--- config.mk ---
export PLATFORM = sky130hd
export DESIGN_NAME = des_decryption_unroll4
export DESIGN_NICKNAME = d
export VERILOG_FILES = /design/src/rtl/des_decryption_unroll4_pkg.sv /design/src/rtl/des_round_core.sv /design/src/rtl/des_decryption_unroll4.sv
export SDC_FILE = /design/constraint.sdc
export NUM_CORES = 2
export LEC_CHECK = 0
export BUFFER_PORTS_ARGS = -buffer_cell sky130_fd_sc_hd__buf_2
export CAP_MARGIN = 10
export CORE_UTILIZATION = 30
export CTS_CLUSTER_DIAMETER = 60
export DETAILED_ROUTE_END_ITERATION = 6
export PLACE_DENSITY_LB_ADDON = 0.1
export SLEW_MARGIN = 30
export SYNTH_ARGS = -nofsm -noshare
export SYNTH_HDL_FRONTEND = slang
export SYNTH_SLANG_ARGS = --single-unit
--- constraint.sdc ---
create_clock -name clk -period 9.1 [get_ports clk]
set_input_delay 0 -clock clk [delete_from_list [all_inputs] [get_ports clk]]
set_output_delay 0 -clock clk [all_outputs]
set_load 0.01 [all_outputs]
--- src/rtl/des_decryption_unroll4_pkg.sv ---
// Shared DES constants and helpers: permutation tables, S-boxes, Feistel f and
// the FSM encoding, used by the decryption, encryption and key-schedule blocks.
package des_decryption_unroll4_pkg;

  localparam int NUM_ROUNDS = 16;
  localparam int UNROLL     = 4;
  localparam int KEY_W      = 48;
  localparam logic [1:0] LAST_CYCLE = 2'(NUM_ROUNDS / UNROLL - 1);

  typedef enum logic [1:0] {
    ST_IDLE  = 2'd0,
    ST_ROUND = 2'd1,
    ST_DONE  = 2'd2
  } state_e;

  // Tables use DES numbering: entry n names the source bit (1 = MSB).
  localparam logic [6:0] IP_TBL [0:63] = '{
    7'd58, 7'd50, 7'd42, 7'd34, 7'd26, 7'd18, 7'd10, 7'd2,
    7'd60, 7'd52, 7'd44, 7'd36, 7'd28, 7'd20, 7'd12, 7'd4,
    7'd62, 7'd54, 7'd46, 7'd38, 7'd30, 7'd22, 7'd14, 7'd6,
    7'd64, 7'd56, 7'd48, 7'd40, 7'd32, 7'd24, 7'd16, 7'd8,
    7'd57, 7'd49, 7'd41, 7'd33, 7'd25, 7'd17, 7'd9,  7'd1,
    7'd59, 7'd51, 7'd43, 7'd35, 7'd27, 7'd19, 7'd11, 7'd3,
    7'd61, 7'd53, 7'd45, 7'd37, 7'd29, 7'd21, 7'd13, 7'd5,
    7'd63, 7'd55, 7'd47, 7'd39, 7'd31, 7'd23, 7'd15, 7'd7
  };

  localparam logic [6:0] FP_TBL [0:63] = '{
    7'd40, 7'd8, 7'd48, 7'd16, 7'd56, 7'd24, 7'd64, 7'd32,
    7'd39, 7'd7, 7'd47, 7'd15, 7'd55, 7'd23, 7'd63, 7'd31,
    7'd38, 7'd6, 7'd46, 7'd14, 7'd54, 7'd22, 7'd62, 7'd30,
    7'd37, 7'd5, 7'd45, 7'd13, 7'd53, 7'd21, 7'd61, 7'd29,
    7'd36, 7'd4, 7'd44, 7'd12, 7'd52, 7'd20, 7'd60, 7'd28,
    7'd35, 7'd3, 7'd43, 7'd11, 7'd51, 7'd19, 7'd59, 7'd27,
    7'd34, 7'd2, 7'd42, 7'd10, 7'd50, 7'd18, 7'd58, 7'd26,
    7'd33, 7'd1, 7'd41, 7'd9,  7'd49, 7'd17, 7'd57, 7'd25
  };

  localparam logic [5:0] E_TBL [0:47] = '{
    6'd32, 6'd1,  6'd2,  6'd3,  6'd4,  6'd5,
    6'd4,  6'd5,  6'd6,  6'd7,  6'd8,  6'd9,
    6'd8,  6'd9,  6'd10, 6'd11, 6'd12, 6'd13,
    6'd12, 6'd13, 6'd14, 6'd15, 6'd16, 6'd17,
    6'd16, 6'd17, 6'd18, 6'd19, 6'd20, 6'd21,
    6'd20, 6'd21, 6'd22, 6'd23, 6'd24, 6'd25,
    6'd24, 6'd25, 6'd26, 6'd27, 6'd28, 6'd29,
    6'd28, 6'd29, 6'd30, 6'd31, 6'd32, 6'd1
  };

  localparam logic [5:0] P_TBL [0:31] = '{
    6'd16, 6'd7,  6'd20, 6'd21, 6'd29, 6'd12, 6'd28, 6'd17,
    6'd1,  6'd15, 6'd23, 6'd26, 6'd5,  6'd18, 6'd31, 6'd10,
    6'd2,  6'd8,  6'd24, 6'd14, 6'd32, 6'd27, 6'd3,  6'd9,
    6'd19, 6'd13, 6'd30, 6'd6,  6'd22, 6'd11, 6'd4,  6'd25
  };

  // One S-box per entry; nibble k (from the MSB end) holds row*16+col = k.
  localparam logic [255:0] SBOX [0:7] = '{
    256'hE4D12FB83A6C5907_0F74E2D1A6CB9538_41E8D62BFC973A50_FC8249175B3EA06D,
    256'hF18E6B34972DC05A_3D47F28EC01A69B5_0E7BA4D158C6932F_D8A13F42B67C05E9,
    256'hA09E63F51DC7B428_D709346A285ECBF1_D6498F30B12C5AE7_1AD069874FE3B52C,
    256'h7DE3069A1285BC4F_D8B56F03472C1AE9_A690CB7DF13E5284_3F06A1D8945BC72E,
    256'h2C417AB6853FD0E9_EB2C47D150FA3986_421BAD78F9C5630E_B8C71E2D6F09A453,
    256'hC1AF92680D34E75B_AF427C9561DE0B38_9EF528C3704A1DB6_432C95FABE17608D,
    256'h4B2EF08D3C975A61_D0B7491AE35C2F86_14BDC37EAF680592_6BD814A7950FE23C,
    256'hD2846FB1A93E50C7_1FD8A374C56B0E92_7B419CE206ADF358_21E74A8DFC90356B
  };

  function automatic logic [1:64] ip_perm(input logic [1:64] x);
    logic [1:64] y;
    for (int i = 1; i <= 64; i++) y[i] = x[IP_TBL[i-1]];
    return y;
  endfunction

  function automatic logic [1:64] fp_perm(input logic [1:64] x);
    logic [1:64] y;
    for (int i = 1; i <= 64; i++) y[i] = x[FP_TBL[i-1]];
    return y;
  endfunction

  function automatic logic [1:48] e_expand(input logic [1:32] x);
    logic [1:48] y;
    for (int i = 1; i <= 48; i++) y[i] = x[E_TBL[i-1]];
    return y;
  endfunction

  function automatic logic [1:32] p_perm(input logic [1:32] x);
    logic [1:32] y;
    for (int i = 1; i <= 32; i++) y[i] = x[P_TBL[i-1]];
    return y;
  endfunction

  // Outer bits select the row, inner four bits the column.
  function automatic logic [3:0] sbox_lookup(input int n, input logic [5:0] b);
    logic [5:0]   idx;
    logic [255:0] tbl;
    idx = {b[5], b[0], b[4:1]};
    tbl = SBOX[n];
    return tbl[255 - 4 * int'(idx) -: 4];
  endfunction

  function automatic logic [1:32] feistel_f(input logic [1:32] r, input logic [1:48] k);
    logic [1:48] x;
    logic [1:32] s;
    x = e_expand(r) ^ k;
    for (int n = 0; n < 8; n++) s[4*n+1 +: 4] = sbox_lookup(n, x[6*n+1 +: 6]);
    return p_perm(s);
  endfunction

endpackage

--- src/rtl/des_round_core.sv ---
// One combinational DES Feistel round: L' = R, R' = L xor f(R, K).
module des_round_core
  import des_decryption_unroll4_pkg::*;
(
  input  logic [1:32] l_in,
  input  logic [1:32] r_in,
  input  logic [1:48] k,
  output logic [1:32] l_out,
  output logic [1:32] r_out
);

  assign l_out = r_in;
  assign r_out = l_in ^ feistel_f(r_in, k);

endmodule

--- src/rtl/des_decryption_unroll4.sv ---
// Iterative DES decryption, four Feistel rounds per clock (16 rounds in 4 cycles).
// Takes round keys in encryption order and walks them backwards internally.
module des_decryption_unroll4
  import des_decryption_unroll4_pkg::*;
(
  input  logic         clk,
  input  logic         rst_n,
  input  logic         start,
  input  logic [1:64]  ciphertext,
  input  logic [1:768] round_keys,
  output logic         busy,
  output logic         done,
  output logic [1:64]  plaintext
);

  localparam int SHIFT_W = UNROLL * KEY_W;

  state_e       state_q, state_d;
  logic [1:0]   cnt_q, cnt_d;
  logic [1:32]  l_q, l_d, r_q, r_d;
  logic [1:768] key_q, key_d;
  logic [1:64]  pt_q, pt_d;
  logic         busy_q, busy_d, done_q, done_d;

  logic [1:32]  l_s [0:UNROLL];
  logic [1:32]  r_s [0:UNROLL];
  logic [1:64]  ip_s;

  assign l_s[0] = l_q;
  assign r_s[0] = r_q;
  assign ip_s   = ip_perm(ciphertext);

  // The highest 4 key slots always hold the next keys, newest-first (K16 first).
  for (genvar g = 0; g < UNROLL; g++) begin : g_round
    des_round_core u_round (
      .l_in  (l_s[g]),
      .r_in  (r_s[g]),
      .k     (key_q[(768 - KEY_W + 1) - KEY_W * g +: KEY_W]),
      .l_out (l_s[g+1]),
      .r_out (r_s[g+1])
    );
  end

  always_comb begin
    state_d = state_q;
    cnt_d   = cnt_q;
    l_d     = l_q;
    r_d     = r_q;
    key_d   = key_q;
    pt_d    = pt_q;
    busy_d  = 1'b0;
    done_d  = 1'b0;
    case (state_q)
      ST_IDLE, ST_DONE: begin
        if (start) begin
          l_d     = ip_s[1:32];
          r_d     = ip_s[33:64];
          key_d   = round_keys;
          cnt_d   = 2'd0;
          state_d = ST_ROUND;
          busy_d  = 1'b1;
        end else begin
          state_d = ST_IDLE;
        end
      end
      ST_ROUND: begin
        l_d   = l_s[UNROLL];
        r_d   = r_s[UNROLL];
        key_d = {{SHIFT_W{1'b0}}, key_q[1:768-SHIFT_W]};
        if (cnt_q == LAST_CYCLE) begin
          // Final swap folded into the output permutation.
          pt_d    = fp_perm({r_s[UNROLL], l_s[UNROLL]});
          state_d = ST_DONE;
          done_d  = 1'b1;
        end else begin
          cnt_d  = cnt_q + 2'd1;
          busy_d = 1'b1;
        end
      end
      default: begin
        state_d = ST_IDLE;
      end
    endcase
  end

  always_ff @(posedge clk or negedge rst_n) begin
    if (!rst_n) begin
      state_q <= ST_IDLE;
      cnt_q   <= 2'd0;
      l_q     <= 32'd0;
      r_q     <= 32'd0;
      key_q   <= 768'd0;
      pt_q    <= 64'd0;
      busy_q  <= 1'b0;
      done_q  <= 1'b0;
    end else begin
      state_q <= state_d;
      cnt_q   <= cnt_d;
      l_q     <= l_d;
      r_q     <= r_d;
      key_q   <= key_d;
      pt_q    <= pt_d;
      busy_q  <= busy_d;
      done_q  <= done_d;
    end
  end

  assign busy      = busy_q;
  assign done      = done_q;
  assign plaintext = pt_q;

endmodule

Word-level counts from Yosys, hierarchy flattened
Index checks and enable logic that the tools add are counted.
{ "classes": {"n_addsub": 33, "eq_ne": 6, "shift": 32, "muxes": 17, "n_bitwise": 8, "reduce_logical": 6} }
{ "op_table": {"columns": ["cell", "count"], "rows": [
  ["259-bit by 32-bit variable part select with 4-bit output, first input constant", 32],
  ["768-bit case mux with 2 select lines", 1],
  ["768-bit 2-to-1 mux", 1],
  ["8-bit by 8-bit subtractor with 9-bit output, first input constant", 32],
  ["48-bit XOR", 4],
  ["32-bit case mux with 2 select lines", 2],
  ["32-bit XOR", 4],
  ["32-bit 2-to-1 mux", 2],
  ["2-bit case mux with 2 select lines", 2],
  ["2-bit 2-to-1 mux", 3],
  ["2-bit != test, second input constant", 3],
  ["1-bit 2-to-1 mux", 5],
  ["2-bit equality test, second input constant", 2],
  ["2-bit AND reduction", 2],
  ["3-bit AND reduction", 1],
  ["2-bit by 1-bit adder with 2-bit output, second input constant", 1],
  ["2-bit by 1-bit equality test with 1-bit output, second input constant", 1],
  ["2-bit zero test", 1],
  ["1-bit case mux with 2 select lines", 1],
  ["2-bit nonzero test", 1],
  ["2-bit OR reduction", 1]
]} }
{ "word_totals": {"ff_bits": 902, "out_inout_bits": 66, "word_cells": 110} }

Longest topological paths before layout
{ "logic_depth": {"depth_word": 17, "ltp_mapped": 39, "depth_no_buf": 37} }

Modules after synthesis
A second synthesis with hierarchy kept.
{ "unflattened": {"cells_unflattened": 6815, "area_unflattened_um2": 62753.9} }
{ "modules_own_cells": {"columns": ["module", "instances", "cells_each", "area_each_um2", "seq_area_each_um2"], "rows": [
  ["des_decryption_unroll4", 1, 3719, 40132.2, 22571.6],
  ["des_round_core", 4, 774, 5655.4, 0.0]
]} }

Worst setup path after synthesis
No wires, ideal clock.
{ "synth_timing": {"kind": "register to register", "startpoint": "register r_q[12] (netlist bit)", "endpoint": "register r_q[2] (netlist bit)", "t_arrival_ps": 8331, "required_ps": 8963, "setup_slack_ps": 632, "path_stages_with_launch": 37, "n_path_buf": 3, "period_less_slack_ps": 8468, "cell_sequence": "dfrtp_1 buf_2 xor2_2 ha_1 clkbuf_1 inv_1 mux2i_1 o32ai_1 nor3_1 or2_2 nor3_1 nor2_1 ha_1 or3_1 a41oi_1 a31oi_1 a211oi_4 xor2_2 inv_2 ha_1 nand3_1 a211oi_1 nor2_1 or4b_2 nor3_1 nor3_1 a21oi_2 xnor2_1 inv_1 ha_1 clkbuf_1 nand2_1 a311oi_1 a211oi_1 a211oi_1 xnor2_1 a21oi_1"} }
{ "synth_via": {"elab_chain_len": 17, "word_cells_on_any_way": 43} }
{ "synth_lines": {"columns": ["element", "line", "text"], "rows": [
  ["from (decl)", "des_decryption_unroll4.sv:20", "logic [1:32] l_q, l_d, r_q, r_d;"],
  ["from (signal assigned)", "des_decryption_unroll4.sv:100", "r_q <= r_d;"],
  ["48-bit XOR", "des_decryption_unroll4_pkg.sv:105", "x = e_expand(r) ^ k;"],
  ["8-bit by 8-bit subtractor with 9-bit output", "des_decryption_unroll4_pkg.sv:99", "return tbl[255 - 4 * int'(idx) -: 4];"],
  ["259-bit by 32-bit variable part select with 4-bit output", "des_decryption_unroll4_pkg.sv:99", null],
  ["32-bit XOR", "des_round_core.sv:13", "assign r_out = l_in ^ feistel_f(r_in, k);"],
  ["48-bit XOR", "des_decryption_unroll4_pkg.sv:105", null],
  ["8-bit by 8-bit subtractor with 9-bit output", "des_decryption_unroll4_pkg.sv:99", null],
  ["259-bit by 32-bit variable part select with 4-bit output", "des_decryption_unroll4_pkg.sv:99", null],
  ["32-bit XOR", "des_round_core.sv:13", null],
  ["48-bit XOR", "des_decryption_unroll4_pkg.sv:105", null],
  ["8-bit by 8-bit subtractor with 9-bit output", "des_decryption_unroll4_pkg.sv:99", null],
  ["259-bit by 32-bit variable part select with 4-bit output", "des_decryption_unroll4_pkg.sv:99", null],
  ["32-bit XOR", "des_round_core.sv:13", null],
  ["48-bit XOR", "des_decryption_unroll4_pkg.sv:105", null],
  ["8-bit by 8-bit subtractor with 9-bit output", "des_decryption_unroll4_pkg.sv:99", null],
  ["259-bit by 32-bit variable part select with 4-bit output", "des_decryption_unroll4_pkg.sv:99", null],
  ["32-bit XOR *", "des_round_core.sv:13", null],
  ["32-bit case mux with 2 select lines *", "des_decryption_unroll4.sv:53", "case (state_q)"]
]} }
Mark *: on every way between the ends. The rest lies on a longest branch, timed or not.
A chain may end at the register's enable or synchronous reset.

Worst setup path in the final report
{ "layout_timing": {"startpoint": "register r_q[15] (netlist bit)", "endpoint": "register r_q[32] (netlist bit)"} }
Same word-level chain as after synthesis.

==> key figures <==
Status
  • Run status: finished, violations left
  • Failing checks: design-rule violations

Worst setup path
  • CP max stage cell: dfrtp_1
  • Crit path DAT: between 9000 and 10000 ps
  • CP peak stage delay: between 500 and 600 ps
  • CP most frequent cell: buf_4
  • Crit path capture type: flip-flop
  • CP top delay family: compound AO/OA/AOI/OAI gates
  • Type of origin of the critical path: flip-flop
  • Critical path required time: 9790 ps
  • Crit path kind: reg2reg
  • Crit-path max FO: 10
  • Buffer and inverter count on the worst path: 9

Logic synthesis
  • Ys async rst share: 100%
  • Sequential share of the synthesized area: 34.4%
  • Post-synthesis register bit count: about 900
  • Main synth FF type: dfrtp_1
  • Synthesized area per cell: 7.95 µm²
  • Mapped Cells: 8262
  • Post-synth EDFFs: 0
  • Synth top area share: 34.4%
  • Largest cells by area after synthesis: dfrtp_1 (34%), nand2_1 (11%), a31oi_1 (6.1%), nor2_1 (4.9%), ha_1 (4.6%)
  • Ys Warns: 0
  • Yosys top cell by area: dfrtp_1
  • Mapped Nets: 9339
  • Mapped Area: ~0.066 mm²
  • Netlist cell types: 120

Layout
  • Area of the multi-input gates: 0.0404 mm²
  • Non-filler cells in the finished layout: 14210
  • Final Cell Area: ~0.099 mm²
  • Core Util, Final: 45.6%
  • Layout cells sized above 1: 21.4%
  • # nets final: 12277
  • Reg area: ~0.023 mm²
  • Area Growth Syn to Fin: 50.9%
  • Fillers: 21506

STA
  • Period utilization: 97.0%
  • Tightest Pin Transition: 1160 ps
  • Max Slew Vio Count: 0
  • Final worst setup slack: 270 ps
  • Final setup violation count: 0
  • Headroom to the max-slew limit: around 23%
  • Fin. Hold Viols: 0
  • Worst Skew: 59.5 ps
  • Fmax: 113 MHz
  • Minimum clock period: slightly below 9000 ps

Die
  • Die H: between 400 and 500 µm
  • Core Area: 0.217 mm²
  • DIE WIDTH: ~470 µm
  • I/O Pins: 901
  • Row count: 171
  • Die area: 0.221 mm²
  • Starting Density: 30.2%

Min path
  • Worst hold path type: in2reg

Routing
  • Antenna-violating nets left: 0
  • Wire per inst: 25.1 µm
  • DR iter-0 viols: 6859
  • Final wirelength: 357 mm
  • DRC: 4
  • Number of vias per cell: 5.37
  • First drt pass iteration count: 7
  • Total number of vias: 76318

CTS
  • CTS tree: built
  • Skew-Pair Late Insertion Delay: slightly above 800 ps
  • Root buffer cell: clkbuf_16
  • Clock Pin Slew Worst Setup and Hold Paths: 50 ps
  • Clock Path Buffers: 3
  • CTS sink count: approximately 900
  • Num CTS Buffers: between 100 and 150
  • H-tree depth: 4

Global route
  • Initial antenna violation count: 66
  • GR Overflow Total: 0
  • First-pass GRT wire length: 518 mm
  • Pin count of the biggest net entering global routing: between 200 and 250
  • Total GRT Usage: 31.4%
  • Vias in the first global route: 75790

Place
  • Placer Congestion: 0.984
  • Dpl cell area: approximately 0.08 mm²
  • Port bufs: 900
  • Placed cells: roughly 12000
  • Dpl ws: 64.0 ps
  • Post-DP HPWL: 272 mm

Flow run
  • Total of max-cap violations: 0
[path summary, 6_finish.rpt]
path,start,end,slack [ps],cells after the start
worst max-delay path,r_q[15],r_q[32],270,37
max in group asynchronous,rst_n,r_q[23],6840,5
worst min register to register,plaintext[60],plaintext[60],470,2
worst min-delay path,round_keys[605],key_q[605],30,4
worst max register to register,r_q[15],r_q[32],270,37
min in group asynchronous,rst_n,key_q[131],400,4
[tightest hold or removal path, stage by stage]
cell and delay (ps):
dlygate4sd3_1 520, buf_2 100, nor2_1 40, a31oi_1 120
[flip-flops by register name (all words and copies together), names as in the netlist]
| signal | count |
|---|---|
| key_q | 768 |
| plaintext | 64 |
| l_q | 32 |
| r_q | 32 |
| cnt_q | 2 |
| state_q | 2 |
| busy | 1 |
| done | 1 |
[cell families after synthesis]
| group | synth area share, % |
|---|---|
| buf+inv | 4.51 |
| compound gates | 22.2 |
| fa+ha+maj | 4.64 |
| mux | 3.63 |
| xor+xnor | 8.53 |
| simple gates | 22.2 |
| flops | 34.4 |
[through the flow]
step | setup TNS (ps) | hold WS (ps)
4_1_cts | 0 | 0.0493
2_1_floorplan | 0 | -296
6_report | 0 | 33.7
5_1_grt | -1.29 | 25.9
3_3_place_gp | -36.6 | -9.24
3_5_place_dp | 0 | -0.995
[cells in the mapped netlist, drive strengths merged (33+ instances only)]
library cell / count
xnor3: 38
a211oi: 121
o2111ai: 42
inv: 162
nor2: 861
dfrtp: 902
clkbuf: 436
xor2: 158
a2111oi: 40
nand2: 1942
o21ai: 290
nand3: 199
a31oi: 644
buf: 136
o311ai: 35
and2: 38
nor4: 35
mux2i: 140
nand2b: 34
ha: 242
xnor2: 313
o22ai: 38
or3: 36
and3: 54
mux2: 43
nor3: 164
o211ai: 100
nand4: 35
a21oi: 413
a211o: 33
[cell type report]
type / instances / area share (%)
clock inverters: 53 / 0.833
well taps: 2854 / 3.60
flip-flops and latches: 902 / 22.8
diodes: 58 / 0.146
multi-input cells: 6622 / 40.8
repair buffers: 3377 / 27.5
inverters: 166 / 0.628
clock buffers: 178 / 3.72
[metal layers]
| metal | vias up | track usage (%) | routed length [µm] |
|---|---|---|---|
| met5 | - | 0 | 141 |
| li1 | 35279 | - | - |
| met4 | 24 | 12.3 | 15900 |
| met3 | 639 | 4.77 | 21200 |
| met2 | 2827 | 49.1 | 158000 |
| met1 | 37549 | 43.3 | 162000 |
[cell usage in the layout, fill, tap and decap left out, drive strengths merged, types with 40 or more instances in the layout]
cell type,count
ha,242
inv,172
mux2,43
buf,1948
and3,54
nand2,1942
clkbuf,178
xnor2,313
a2111oi,40
a21oi,413
o21ai,290
mux2i,140
diode,58
o2111ai,42
nor3,164
o211ai,100
nand3,199
a211oi,121
nor2,861
a31oi,644
dlygate4sd3,1429
xor2,158
dfrtp,902
[timing repair]
item                       4_1_cts  5_1_grt
hold endpoints to repair      1137        0
hold buffers                  1430        0
pin swaps                        0        6
setup buffers                    0        7
gates cloned                     0        0
setup endpoints to repair        1       55
gates resized for setup          1       25
Power is left out: the tool's default activity adds up to more than one toggle a clock period on the data nets, which glitch-free logic cannot reach.
